File: config.mk
export PLATFORM = sky130hd
export DESIGN_NAME = ram_port_arbiter_flat
export DESIGN_NICKNAME = d
export VERILOG_FILES = /design/src/rtl/ram_port_arbiter_pkg.sv /design/src/rtl/ram_port_arbiter_if.sv /design/src/rtl/ram_port_arbiter_sp_ram.sv /design/src/rtl/ram_port_arbiter.sv /design/src/flat_wrapper.sv
export SDC_FILE = /design/constraint.sdc
export NUM_CORES = 1
export LEC_CHECK = 0
export BUFFER_PORTS_ARGS = -buffer_cell sky130_fd_sc_hd__buf_2
export CAP_MARGIN = 10
export CORE_ASPECT_RATIO = 0.8
export CORE_MARGIN = 2
export CORE_UTILIZATION = 67
export DETAILED_ROUTE_END_ITERATION = 8
export HOLD_SLACK_MARGIN = 0.03
export PLACE_DENSITY = 0.85
export SETUP_SLACK_MARGIN = 0.1
export SLEW_MARGIN = 20
export SYNTH_ARGS = -nofsm -noshare
export SYNTH_HDL_FRONTEND = slang
export SYNTH_SLANG_ARGS = --single-unit
File: constraint.sdc
create_clock -name clk -period 7.8 [get_ports clk]
set_input_delay 1.56 -clock clk [delete_from_list [all_inputs] [get_ports clk]]
set_output_delay 1.56 -clock clk [all_outputs]
set_load 0.02 [all_outputs]
File: src/rtl/ram_port_arbiter_pkg.sv
// Shared widths, port selector and request record for the RAM port arbiter.
package ram_arb_pkg;
  localparam int DATA_W = 8;
  localparam int ADDR_W = 6;

  typedef enum logic {SEL_A = 1'b0, SEL_B = 1'b1} port_sel_e;

  typedef struct packed {
    logic              we;
    logic [ADDR_W-1:0] addr;
    logic [DATA_W-1:0] wdata;
  } req_t;
endpackage

File: src/rtl/ram_port_arbiter_if.sv
// Bus bundle for the two requester ports of the RAM arbiter.
interface ram_port_arbiter_if #(
  parameter int DATA_W = ram_arb_pkg::DATA_W,
  parameter int ADDR_W = ram_arb_pkg::ADDR_W
);
  logic              a_req, a_we, a_gnt, a_rvalid;
  logic [ADDR_W-1:0] a_addr;
  logic [DATA_W-1:0] a_wdata, a_q;
  logic              b_req, b_we, b_gnt, b_rvalid;
  logic [ADDR_W-1:0] b_addr;
  logic [DATA_W-1:0] b_wdata, b_q;

  // requester side
  modport master (
    output a_req, a_we, a_addr, a_wdata, b_req, b_we, b_addr, b_wdata,
    input  a_gnt, a_rvalid, a_q, b_gnt, b_rvalid, b_q
  );

  // arbiter side
  modport slave (
    input  a_req, a_we, a_addr, a_wdata, b_req, b_we, b_addr, b_wdata,
    output a_gnt, a_rvalid, a_q, b_gnt, b_rvalid, b_q
  );
endinterface

File: src/rtl/ram_port_arbiter_sp_ram.sv
// Single-port RAM: synchronous write, registered read, storage not reset.
module sp_ram
  import ram_arb_pkg::*;
#(
  parameter int DATA_W = ram_arb_pkg::DATA_W,
  parameter int ADDR_W = ram_arb_pkg::ADDR_W
) (
  input  logic              clk,
  input  logic              en,
  input  logic              we,
  input  logic [ADDR_W-1:0] addr,
  input  logic [DATA_W-1:0] wdata,
  output logic [DATA_W-1:0] rdata
);
  logic [DATA_W-1:0] mem [2**ADDR_W];

  // one access per cycle; read data register only updates on reads
  always_ff @(posedge clk) begin
    if (en) begin
      if (we) mem[addr] <= wdata;
      else    rdata     <= mem[addr];
    end
  end
endmodule

File: src/rtl/ram_port_arbiter.sv
// Round-robin arbiter sharing one single-port RAM between ports A and B.
// Read data reaches a port's q one cycle after its grant by steering the RAM
// read register straight to that port while its rvalid is high, then latching
// it into the port's own q register so q holds until the port's next grant.
module ram_port_arbiter
  import ram_arb_pkg::*;
#(
  parameter int DATA_W = ram_arb_pkg::DATA_W,
  parameter int ADDR_W = ram_arb_pkg::ADDR_W
) (
  input logic               clk,
  input logic               rst_n,
  ram_port_arbiter_if.slave bus
);
  port_sel_e         ptr;
  logic              a_gnt, b_gnt, ram_en, ram_we;
  logic [ADDR_W-1:0] ram_addr;
  logic [DATA_W-1:0] ram_wdata, ram_q, a_q_r, b_q_r;
  logic              a_rv, b_rv;

  // grant: lone requester wins, contention goes to the pointer; nothing in reset
  always_comb begin
    a_gnt = rst_n & bus.a_req & (~bus.b_req | (ptr == SEL_A));
    b_gnt = rst_n & bus.b_req & ~a_gnt;
  end

  // steer the granted port's request onto the RAM
  always_comb begin
    ram_en    = a_gnt | b_gnt;
    ram_we    = a_gnt ? bus.a_we    : bus.b_we;
    ram_addr  = a_gnt ? bus.a_addr  : bus.b_addr;
    ram_wdata = a_gnt ? bus.a_wdata : bus.b_wdata;
  end

  sp_ram #(.DATA_W(DATA_W), .ADDR_W(ADDR_W)) u_ram (
    .clk   (clk),
    .en    (ram_en),
    .we    (ram_we),
    .addr  (ram_addr),
    .wdata (ram_wdata),
    .rdata (ram_q)
  );

  // pointer, read-valid pulses (double as last-grant selector) and q registers
  always_ff @(posedge clk or negedge rst_n) begin
    if (!rst_n) begin
      ptr   <= SEL_A;
      a_rv  <= 1'b0;
      b_rv  <= 1'b0;
      a_q_r <= '0;
      b_q_r <= '0;
    end else begin
      a_rv <= a_gnt & ~bus.a_we;
      b_rv <= b_gnt & ~bus.b_we;
      if (a_gnt)      ptr <= SEL_B;
      else if (b_gnt) ptr <= SEL_A;
      // capture a completed read; a write-through on the same edge overrides it
      if (a_rv)                a_q_r <= ram_q;
      if (a_gnt && bus.a_we)   a_q_r <= bus.a_wdata;
      if (b_rv)                b_q_r <= ram_q;
      if (b_gnt && bus.b_we)   b_q_r <= bus.b_wdata;
    end
  end

  assign bus.a_gnt    = a_gnt;
  assign bus.b_gnt    = b_gnt;
  assign bus.a_rvalid = a_rv;
  assign bus.b_rvalid = b_rv;
  assign bus.a_q      = a_rv ? ram_q : a_q_r;
  assign bus.b_q      = b_rv ? ram_q : b_q_r;
endmodule
File: src/flat_wrapper.sv
// flat-port wrapper written by rule: the top's interface ports become plain ports
module ram_port_arbiter_flat import ram_arb_pkg::*;
#(
  parameter int DATA_W = ram_arb_pkg::DATA_W,
  parameter int ADDR_W = ram_arb_pkg::ADDR_W
)
  (clk, rst_n, bus_a_req, bus_a_we, bus_a_addr, bus_a_wdata, bus_b_req, bus_b_we, bus_b_addr, bus_b_wdata, bus_a_gnt, bus_a_rvalid, bus_a_q, bus_b_gnt, bus_b_rvalid, bus_b_q);
  ram_port_arbiter_if #(.DATA_W(DATA_W), .ADDR_W(ADDR_W)) bus_i ();
  input logic clk;
  input logic rst_n;
  input wire logic [$bits(bus_i.a_req)-1:0] bus_a_req;
  input wire logic [$bits(bus_i.a_we)-1:0] bus_a_we;
  input wire logic [$bits(bus_i.a_addr)-1:0] bus_a_addr;
  input wire logic [$bits(bus_i.a_wdata)-1:0] bus_a_wdata;
  input wire logic [$bits(bus_i.b_req)-1:0] bus_b_req;
  input wire logic [$bits(bus_i.b_we)-1:0] bus_b_we;
  input wire logic [$bits(bus_i.b_addr)-1:0] bus_b_addr;
  input wire logic [$bits(bus_i.b_wdata)-1:0] bus_b_wdata;
  output wire logic [$bits(bus_i.a_gnt)-1:0] bus_a_gnt;
  output wire logic [$bits(bus_i.a_rvalid)-1:0] bus_a_rvalid;
  output wire logic [$bits(bus_i.a_q)-1:0] bus_a_q;
  output wire logic [$bits(bus_i.b_gnt)-1:0] bus_b_gnt;
  output wire logic [$bits(bus_i.b_rvalid)-1:0] bus_b_rvalid;
  output wire logic [$bits(bus_i.b_q)-1:0] bus_b_q;
  assign bus_i.a_req = bus_a_req;
  assign bus_i.a_we = bus_a_we;
  assign bus_i.a_addr = bus_a_addr;
  assign bus_i.a_wdata = bus_a_wdata;
  assign bus_i.b_req = bus_b_req;
  assign bus_i.b_we = bus_b_we;
  assign bus_i.b_addr = bus_b_addr;
  assign bus_i.b_wdata = bus_b_wdata;
  assign bus_a_gnt = bus_i.a_gnt;
  assign bus_a_rvalid = bus_i.a_rvalid;
  assign bus_a_q = bus_i.a_q;
  assign bus_b_gnt = bus_i.b_gnt;
  assign bus_b_rvalid = bus_i.b_rvalid;
  assign bus_b_q = bus_i.b_q;
  ram_port_arbiter #(.DATA_W(DATA_W), .ADDR_W(ADDR_W)) u_core (.clk(clk), .rst_n(rst_n), .bus(bus_i));
endmodule
==> impl_metrics.ini <==
[hold_path]
min_from = u_core.ptr
worstHoldPathCells = 1
worst_hold_path_type = flip-flop to flip-flop
hold_path_end = u_core.ptr

[timing]
fin_ws_ns = 2.00
timing.final.crit_share = 0.744
max_freq_mhz = 172
fin_crit_ns = 5.80
finClkSkew_ns = 0.0182
rsz0062_at_grt = no
slew_viol_final = 0
hold_viol = 0
relSlewSlack = 0.178
setup_viol = 0
hold_ws_ns = 0.569
tightest_slew_ns = 1.23
final.setup.tns_ns = 0

[placed_design]
place_hpwl_mm = 33.8
routabilityCongestion = 0.954
dp_slack_ns = 1.83
io_buffers = 53
place_area_mm2 = 0.0218
dpl.cell_count = 1684

[global_routing]
grt_use_total = 0.354
antenna_found_initial = 3
grt.overflow.total = 0
grt_pass1_vias = 12700
grt_max_degree = 65
grt_pass1_wl_mm = 84.1

[floorplanning]
ioPinCount = 54
die_y_um = 163
rows = 58
die_width_um = 203
initial_core_util = 0.677
die_area_mm2 = 0.0330
core_area_mm2 = 0.0312

[clocking]
clock-root-buffer = clkbuf_16
cts_inserted_buffers = 48
ctsHoldBuffers = 0
htreeDepth = 2
cts_tree = yes
postCtsResizedCells = 0
numClockSinks = 539
cts.clk_slew.worst_paths_ns = 0.06
post_cts_buffers = 0
clk_latency_ns = 0.58
ctsLongestPathBuffers = 3

[logic_synthesis]
synth_top_cells_by_area = edfxtp_1 (74%), a21boi_0 (4.9%), a22oi_1 (3.6%), dfrtp_1 (2.3%), mux2_2 (1.8%)
synth-seq-cells = 539
synthesis.area_mm2 = 0.0211
synthFlopType = edfxtp_1
synthTopCellsByCount = edfxtp_1 (520), a21boi_0 (137), a22oi_1 (102)
synth.yosys.seq_area_share = 0.762
synth_enable_flop_cells = 520
synth_area_per_cell_um2 = 16.8
synthCells = 1261
synth.distinct_cells = 55
synth.most_common_cell = edfxtp_1
synthesis.nets = 1295
yosysWarnings = 0
synth_top_cell_by_area = edfxtp_1
async_flop_share = 0.0353
synth_top_area_share = 0.739

[worst_setup_path]
start_kind = input pin
crit_type = input pin to flip-flop
endpoint_kind = flip-flop
arrival_ns = 6.05
critPathRequiredTime_ns = 8.05
worstPathMaxFanout = 33
crit_slowest_cell = a2111o_1
cp_slowest_stage_delay_ns = 1.05
r2r-end = u_core.u_ram.rdata[3]
crit_chain = buf_2 -> a21boi_2 -> a2111o_1 -> nand2_2 -> buf_4 -> a2111o_1 -> o31a_1 -> nor4_1 -> nand4_1
path_buf_inv = 2
r2r_start = u_core.ptr
ff2ff_path_depth = 8
r2r_setup_slack_ns = 2.70
crit_family = compound AO/OA/AOI/OAI gates
cpMostUsedCell = a2111o_1

[cells_and_area]
utilization = 0.744
final_net_count = 1348
post-route-cell-area_mm2 = 0.0232
fin_cells = 1771
n_fill_cell = 1776
area_growth_pct = 9.94
drive_gt1_frac = 0.159

[power]
power_mw = 5.94
powerDensity_mw_per_mm2 = 256
p_leak_nw = 7.40
peakVddDrop_uv = 205

[drt]
routed_wl_mm = 57.9
wl_per_cell_um = 32.7
ant_nets = 0
vias = 13300
drc = 0
wl_met2_mm = 25.4
vias_per_cell = 7.52
wl_met1_mm = 20.5
drtIter0Drc = 2642
top_layer = met5
drt_pass1_iterations = 6
dr_wl_met3_mm = 9.24

[job]
drv_cap = 0

[status]
run_status = finished clean
cell families (layout without fill, tap and decap cells):
family | count (synthesis) | count (layout) | synth area share
simple gates | 171 | 171 | 0.0377
other cells | 0 | 1 | 0
compound gates | 431 | 431 | 0.163
mux | 34 | 34 | 0.0182
buf+inv | 86 | 175 | 0.0192
flops | 539 | 539 | 0.762
placed cells by master, fill, tap and decap left out, types with 31 or more instances in the layout:
cell	instances
nor2_1	74
a31oi_1	31
a22oi_1	102
a22o_1	42
nand2_1	34
buf_2	53
edfxtp_1	520
mux2_2	33
clkbuf_16	49
a21boi_0	137
where the power goes:
part / internal (mW) / switching, mW / leakage, nW / total (mW)
Clock: 1.21 / 1.01 / 0.698 / 2.22
Combinational: 0.134 / 0.328 / 1.79 / 0.462
Sequential: 3.24 / 0.0159 / 4.91 / 3.26
per-layer routing:
layer | global-route usage | up-vias
met5 | 0.0179 | -
met4 | 0.133 | 4
met3 | 0.102 | 220
met2 | 0.524 | 1336
met1 | 0.507 | 6480
li1 | - | 5281
flip-flops by register name, summed over array words and instances (netlist names):
register and cells:
u_core.u_ram.rdata 8, u_core.ptr 1, u_core.u_ram.mem 512, u_core.a_q_r 8, u_core.bus.a_rvalid 1, u_core.bus.b_rvalid 1
u_core.b_q_r 8
worst max-delay path by stage:
stage                          from               endpoint  slack [ns]  cells after the start
after floorplan           bus_a_req              bus_a_gnt        3.83                      4
after global placement    bus_b_req  u_core.u_ram.rdata[3]        1.89                      9
after detailed placement  bus_b_req  u_core.u_ram.rdata[3]        1.83                      9
after CTS                 bus_b_req  u_core.u_ram.rdata[3]        2.36                      9
after global routing      bus_b_req  u_core.u_ram.rdata[3]        2.09                      9
final                     bus_b_req  u_core.u_ram.rdata[3]        2.00                      9
worst register-to-register path, cell delays in order, from the launching register on:
cell      delay [ns]
dfrtp_1         0.42
a21boi_2        0.51
a2111o_1        1.05
nand2_2         0.49
buf_4           0.44
a2111o_1        0.51
o31a_1          0.34
nor4_1          0.74
nand4_1         0.26
cell type report:
| cell class | instances | area (um2) | area share |
|---|---|---|---|
| tap | 420 | 526 | 0.0226 |
| antenna | 1 | 2.50 | 0.000108 |
| clock buffer | 57 | 1260 | 0.0541 |
| sequential | 539 | 16100 | 0.693 |
| multi-input combinational | 636 | 4660 | 0.201 |
| clock inverter | 29 | 179 | 0.00770 |
| inverter | 6 | 22.5 | 0.000970 |
| timing repair buffer | 83 | 490 | 0.0211 |
No activity file was read; power rests on OpenSTA's default activity.
